[src/rtl/dram_cmd_responder.sv]
// DRAM device-side responder for the cmd_req/cmd_ack four-phase handshake.
// Tracks the open row per bank, applies per-command latency, then strobes the array.
module dram_cmd_responder #(
  parameter int NUMBER_OF_BANKS = 8,
  parameter int NUMBER_OF_ROWS  = 128,
  parameter int NUMBER_OF_COLS  = 8,
  parameter int T_RCD           = 3,
  parameter int T_RP            = 3,
  parameter int T_CL            = 4,
  parameter int T_WR            = 5,
  parameter int T_RFC           = 8
) (
  input  logic                                                     clk,
  input  logic                                                     rst_b,
  input  logic                                                     cmd_req,
  input  logic [1:0]                                               cmd,
  input  logic [((NUMBER_OF_BANKS > 1) ? $clog2(NUMBER_OF_BANKS) : 1)-1:0] bank_id,
  input  logic [((NUMBER_OF_ROWS > 1) ? $clog2(NUMBER_OF_ROWS) : 1)-1:0]   row_id,
  input  logic [((NUMBER_OF_COLS > 1) ? $clog2(NUMBER_OF_COLS) : 1)-1:0]   col_id,
  output logic                                                     cmd_ack,
  output logic                                                     busy,
  output logic                                                     cmd_err,
  output logic                                                     exec_rd,
  output logic                                                     exec_wr,
  output logic [((NUMBER_OF_BANKS > 1) ? $clog2(NUMBER_OF_BANKS) : 1)-1:0] exec_bank,
  output logic [((NUMBER_OF_ROWS > 1) ? $clog2(NUMBER_OF_ROWS) : 1)-1:0]   exec_row,
  output logic [((NUMBER_OF_COLS > 1) ? $clog2(NUMBER_OF_COLS) : 1)-1:0]   exec_col,
  output logic [NUMBER_OF_BANKS-1:0]                               open_mask
);

  localparam int BW    = (NUMBER_OF_BANKS > 1) ? $clog2(NUMBER_OF_BANKS) : 1;
  localparam int RW    = (NUMBER_OF_ROWS > 1) ? $clog2(NUMBER_OF_ROWS) : 1;
  localparam int T_M1  = (T_RCD > T_CL) ? T_RCD : T_CL;
  localparam int T_M2  = (T_WR > T_RFC) ? T_WR : T_RFC;
  localparam int T_MAX = (T_M1 > T_M2) ? T_M1 : T_M2;
  localparam int CNT_W = $clog2(T_RP + T_MAX) + 1;

  localparam logic [1:0] CMD_ACT = 2'b00;
  localparam logic [1:0] CMD_RD  = 2'b01;
  localparam logic [1:0] CMD_WR  = 2'b10;
  localparam logic [1:0] CMD_REF = 2'b11;

  typedef enum logic [1:0] {
    IDLE = 2'b00,
    EXEC = 2'b01,
    ACK  = 2'b10
  } state_t;

  state_t           state;
  logic [1:0]       exec_cmd;
  logic             exec_illegal;
  logic [CNT_W-1:0] cnt;
  logic [RW-1:0]    open_row [NUMBER_OF_BANKS];

  logic             bank_open;
  logic             row_hit;
  logic             req_illegal;
  logic [CNT_W-1:0] load_val;
  logic             done;

  // Latency is decided from the live bank state at the accepting edge; the counter holds L-1.
  always_comb begin
    bank_open   = open_mask[bank_id];
    row_hit     = (open_row[bank_id] == row_id);
    req_illegal = 1'b0;
    load_val    = '0;
    case (cmd)
      CMD_ACT: begin
        if (!bank_open)   load_val = CNT_W'(T_RCD - 1);
        else if (row_hit) load_val = '0;
        else              load_val = CNT_W'(T_RP + T_RCD - 1);
      end
      CMD_RD: begin
        if (!bank_open || !row_hit) req_illegal = 1'b1;
        else                        load_val    = CNT_W'(T_CL - 1);
      end
      CMD_WR: begin
        if (!bank_open || !row_hit) req_illegal = 1'b1;
        else                        load_val    = CNT_W'(T_WR - 1);
      end
      default: load_val = CNT_W'(T_RFC - 1);
    endcase
  end

  assign done = (state == EXEC) && (cnt == '0);

  always_ff @(posedge clk or negedge rst_b) begin
    if (!rst_b) begin
      state        <= IDLE;
      cmd_ack      <= 1'b0;
      busy         <= 1'b0;
      cmd_err      <= 1'b0;
      exec_rd      <= 1'b0;
      exec_wr      <= 1'b0;
      exec_bank    <= '0;
      exec_row     <= '0;
      exec_col     <= '0;
      exec_cmd     <= CMD_ACT;
      exec_illegal <= 1'b0;
      cnt          <= '0;
    end else begin
      cmd_err <= 1'b0;
      exec_rd <= 1'b0;
      exec_wr <= 1'b0;
      case (state)
        IDLE: begin
          if (cmd_req) begin
            exec_bank    <= bank_id;
            exec_row     <= row_id;
            exec_col     <= col_id;
            exec_cmd     <= cmd;
            exec_illegal <= req_illegal;
            cnt          <= load_val;
            busy         <= 1'b1;
            state        <= EXEC;
          end
        end
        EXEC: begin
          if (cnt == '0) begin
            cmd_ack <= 1'b1;
            state   <= ACK;
            if (exec_illegal)          cmd_err <= 1'b1;
            else if (exec_cmd == CMD_RD) exec_rd <= 1'b1;
            else if (exec_cmd == CMD_WR) exec_wr <= 1'b1;
          end else begin
            cnt <= cnt - 1'b1;
          end
        end
        ACK: begin
          if (!cmd_req) begin
            cmd_ack <= 1'b0;
            busy    <= 1'b0;
            state   <= IDLE;
          end
        end
        default: state <= IDLE;
      endcase
    end
  end

  // Per-bank open flag and row; REFRESH closes every bank but leaves stale rows harmlessly.
  generate
    for (genvar gi = 0; gi < NUMBER_OF_BANKS; gi++) begin : g_bank
      always_ff @(posedge clk or negedge rst_b) begin
        if (!rst_b) begin
          open_mask[gi] <= 1'b0;
          open_row[gi]  <= '0;
        end else if (done && !exec_illegal) begin
          if (exec_cmd == CMD_REF) begin
            open_mask[gi] <= 1'b0;
          end else if (exec_cmd == CMD_ACT && exec_bank == BW'(gi)) begin
            open_mask[gi] <= 1'b1;
            open_row[gi]  <= exec_row;
          end
        end
      end
    end
  endgenerate

endmodule
[config.mk]
export PLATFORM = sky130hd
export DESIGN_NAME = dram_cmd_responder
export DESIGN_NICKNAME = d
export VERILOG_FILES = /design/src/rtl/dram_cmd_responder.sv
export SDC_FILE = /design/constraint.sdc
export NUM_CORES = 1
export LEC_CHECK = 0
export CORE_MARGIN = 2
export CORE_UTILIZATION = 40
export DETAILED_ROUTE_END_ITERATION = 10
export HOLD_SLACK_MARGIN = 0.1
export MAX_ROUTING_LAYER = met4
export SLEW_MARGIN = 15
export SYNTH_ARGS = -nofsm -noshare
export SYNTH_HDL_FRONTEND = slang
export SYNTH_SLANG_ARGS = --single-unit
export TNS_END_PERCENT = 20
[constraint.sdc]
create_clock -name clk -period 4.2 [get_ports clk]
set_input_delay 0.84 -clock clk [delete_from_list [all_inputs] [get_ports clk]]
set_output_delay 0.84 -clock clk [all_outputs]
set_load 0.01 [all_outputs]
==> metrics.txt <==
Peak supply drop=about 0.00032 V; first-pass GRT wire length=approximately 15,000 microns; setup ws final=around 1100 ps; via density per instance=5.23; post-DP HPWL=6350 microns; Post-DRT Antenna Nets=0; final hold slack=around 240 ps; CTS Buf Count=9; register share of total power=~50%; critical path, cell by cell=clkdlybuf4s50_1 -> buf_4 -> mux4_2 -> mux2i_1 -> xnor2_1 -> nor3_4 -> nand4_1 -> a221oi_2; RSZ-0062 raised after global routing=no; Critical Path AT=3400 ps; detailed-route via count=between 2,000 and 3,000; CP Buf/Inv Count=2; Final Skew=between 15 and 20 ps; Hold Violations, Final=0; die area=roughly 0.012 sq mm; Post-synth EDFFs=0; Ant. Diodes=0; Root Buffer=clkbuf_8; fin crit share=74.5%; Cell Area, Synth=roughly 0.0044 sq mm; pre-CTS setup slack=~670 ps; Worst Hold Class=input port to asynchronous set/reset pin; CTS tree=yes; Worst-Skew Late Latency=roughly 370 ps; Psw=around 930 uW; drt first pass iters=4; layout cells sized above 1=approximately a fifth; TNS Setup=0 ps; Seq/Total Area, Yosys=52.5%; final WL=9410 microns; htree depth=3; Clock power frac=between 20% and 30%; vias in the first global route=2,849; Core Rows=38; worst-margin pin slew=roughly 850 ps; Sink Count=92; GR Overflow Total=0; I/O pins=44; syn_area_per_cell=approximately 13 sq um; CP delay by family, top=buffers and inverters; port buffer count=43; post-synthesis register bit count=between 90 and 100; Final Wtd Congestion=around 0.87; Final Slew Violations=0; mux share of post-synthesis cell area=25.3%; Critical Path RT=approximately 4500 ps; Adder-Cell Fraction of Synth Area=under 10%; Die Y=~110 microns; Synth Instances=340; element type at the critical path end=register; Worst setup SP type=input port; max_cap viols=0; synthesized net count=between 300 and 400; Pint=1880 uW; hold_buf cts=0; Post-CTS Setup Bufs=0; Comb pwr share=between 20 and 30%; DR DRC count=0; minimum clock period=about 3100 ps; worst-case clock buffer depth=2; Slew headroom=between 40% and 50%; Final Setup Violations=0; Placeable Area=~0.011 sq mm; Synth Warn #=0; Die W=109 microns; Synth Area in Compound Gates=4.11%; Initial Utilization=between 40% and 50%; Final nets=408; Total GRT Usage=18.1%; Max Fclk=320 MHz; Netlist cell types=49; Top FF cell, synth=dfrtp_1; initial antenna violation count=0; critical path type=input port to register; CTS resizes=0; status=complete, no violations; CP max FO=8; Clk pin slew, worst setup/hold paths=approximately 90 ps; XOR/XNOR share of the synthesized area=a little under 2%; Leakage=0.00243 uW; power density cells=around 550 mW/mm^2; synthesized-area fraction occupied by and/or/nand/nor cells=between 10% and 20%; Critical Path Max Stage Delay=840 ps; Sw Ratio=roughly 33%; Routed WL per cell=17.8 microns; slowest CP cell=clkdlybuf4s50_1; asr flop ratio synth=100%; largest net degree at the start of global routing=between 50 and 60; combinational family with the most area after synthesis=multiplexers; Area Overhead vs Synth=17.2%; initial DRC count=92
kinds of logic (layout without fill, tap and decap cells):
| group | Yosys count | in the layout |
|---|---|---|
| mux | 85 | 85 |
| simple gates | 96 | 96 |
| fa+ha+maj | 6 | 6 |
| xor+xnor | 8 | 8 |
| buf+inv | 28 | 77 |
| flops | 92 | 92 |
| compound gates | 25 | 25 |
metrics by stage:
step	power (uW)	cells	area [sq um]	utilization (%)
global placement	2200	513	4930	45.7
CTS	2850	529	5140	47.6
global route	3010	529	5140	47.6
floorplan	1860	340	4390	-
finish	2810	529	5140	47.6
detailed placement	2220	513	4930	45.7
synth_stat cells, types with 3 or more instances:
library cell | number | area, sq um
mux2i_1 | 14 | 140
nand2_1 | 54 | 203
clkbuf_1 | 9 | 33.8
mux2_1 | 28 | 315
nor2_1 | 9 | 33.8
mux4_1 | 3 | 78.8
nand3_1 | 3 | 15.0
o21a_1 | 3 | 22.5
xnor2_1 | 5 | 43.8
nand4_1 | 4 | 25.0
o21ai_0 | 6 | 30.0
mux2_2 | 29 | 327
ha_1 | 6 | 75.1
nand2b_1 | 4 | 25.0
o211ai_1 | 3 | 22.5
nor2_2 | 3 | 18.8
a21boi_1 | 3 | 22.5
mux4_2 | 11 | 248
inv_1 | 14 | 52.6
dfrtp_1 | 92 | 2300
per-layer routing:
layer  wire (microns)  track usage (%)  part of all wire [%]  vias to the layer above
met1             4560             24.3                    48                     1411
li1                 -                -                     -                     1290
met3              293             4.42                   3.1                       12
met2             4440             27.9                    47                       54
met4              125             4.49                   1.3                        0
met5                0                -                     0                        -
path summary, 6_finish.rpt:
check                                    start                       end  slack, ps  depth (start not counted)
min in group clk           cmd_ack$_DFFE_PN0P_       cmd_ack$_DFFE_PN0P_        480                          2
hold / removal                           rst_b         exec_rd$_DFF_PN0_        240                          1
setup / recovery                    bank_id[0]        cnt[1]$_DFFE_PN0P_       1070                          8
max in group asynchronous                rst_b  open_row[27]$_DFFE_PN0P_       3170                          2
hold reg to reg            cmd_ack$_DFFE_PN0P_       cmd_ack$_DFFE_PN0P_        480                          2
setup reg to reg            cnt[0]$_DFFE_PN0P_  open_row[45]$_DFFE_PN0P_       1200                          8
power groups by stage:
| stage | Combinational (uW) | Clock, uW | Sequential [uW] |
|---|---|---|---|
| after CTS | 837 | 644 | 1370 |
| final | 821 | 622 | 1370 |
| after detailed placement | 834 | 0 | 1390 |
| after global routing | 916 | 678 | 1410 |
| after floorplan | 510 | 0 | 1350 |
| after global placement | 818 | 0 | 1380 |
sequential cells by signal (all words and copies together) (netlist names):
| register | count |
|---|---|
| busy | 1 |
| cmd_ack | 1 |
| cmd_err | 1 |
| cnt | 5 |
| exec_bank | 3 |
| exec_cmd | 2 |
| exec_col | 3 |
| exec_illegal | 1 |
| exec_rd | 1 |
| exec_row | 7 |
| exec_wr | 1 |
| open_mask | 8 |
| open_row | 56 |
| state | 2 |
cell usage in the layout, fill, tap and decap left out, drive strengths merged, types with 5 or more instances in the layout:
cell	n
buf	5
clkbuf	10
clkdlybuf4s50	42
dfrtp	92
ha	6
inv	16
mux2	57
mux2i	14
mux4	14
nand2	54
nor2	12
o21ai	6
xnor2	7
layout make-up:
class	instances	area, sq um
Sequential cell	92	2300
Clock buffer	10	138
Tap cell	140	175
Multi-Input combinational cell	220	1950
Timing Repair Buffer	47	458
Fill cell	979	5650
Inverter	14	52.6
Clock inverter	6	68.8
Power figures use the tool's default switching activity.
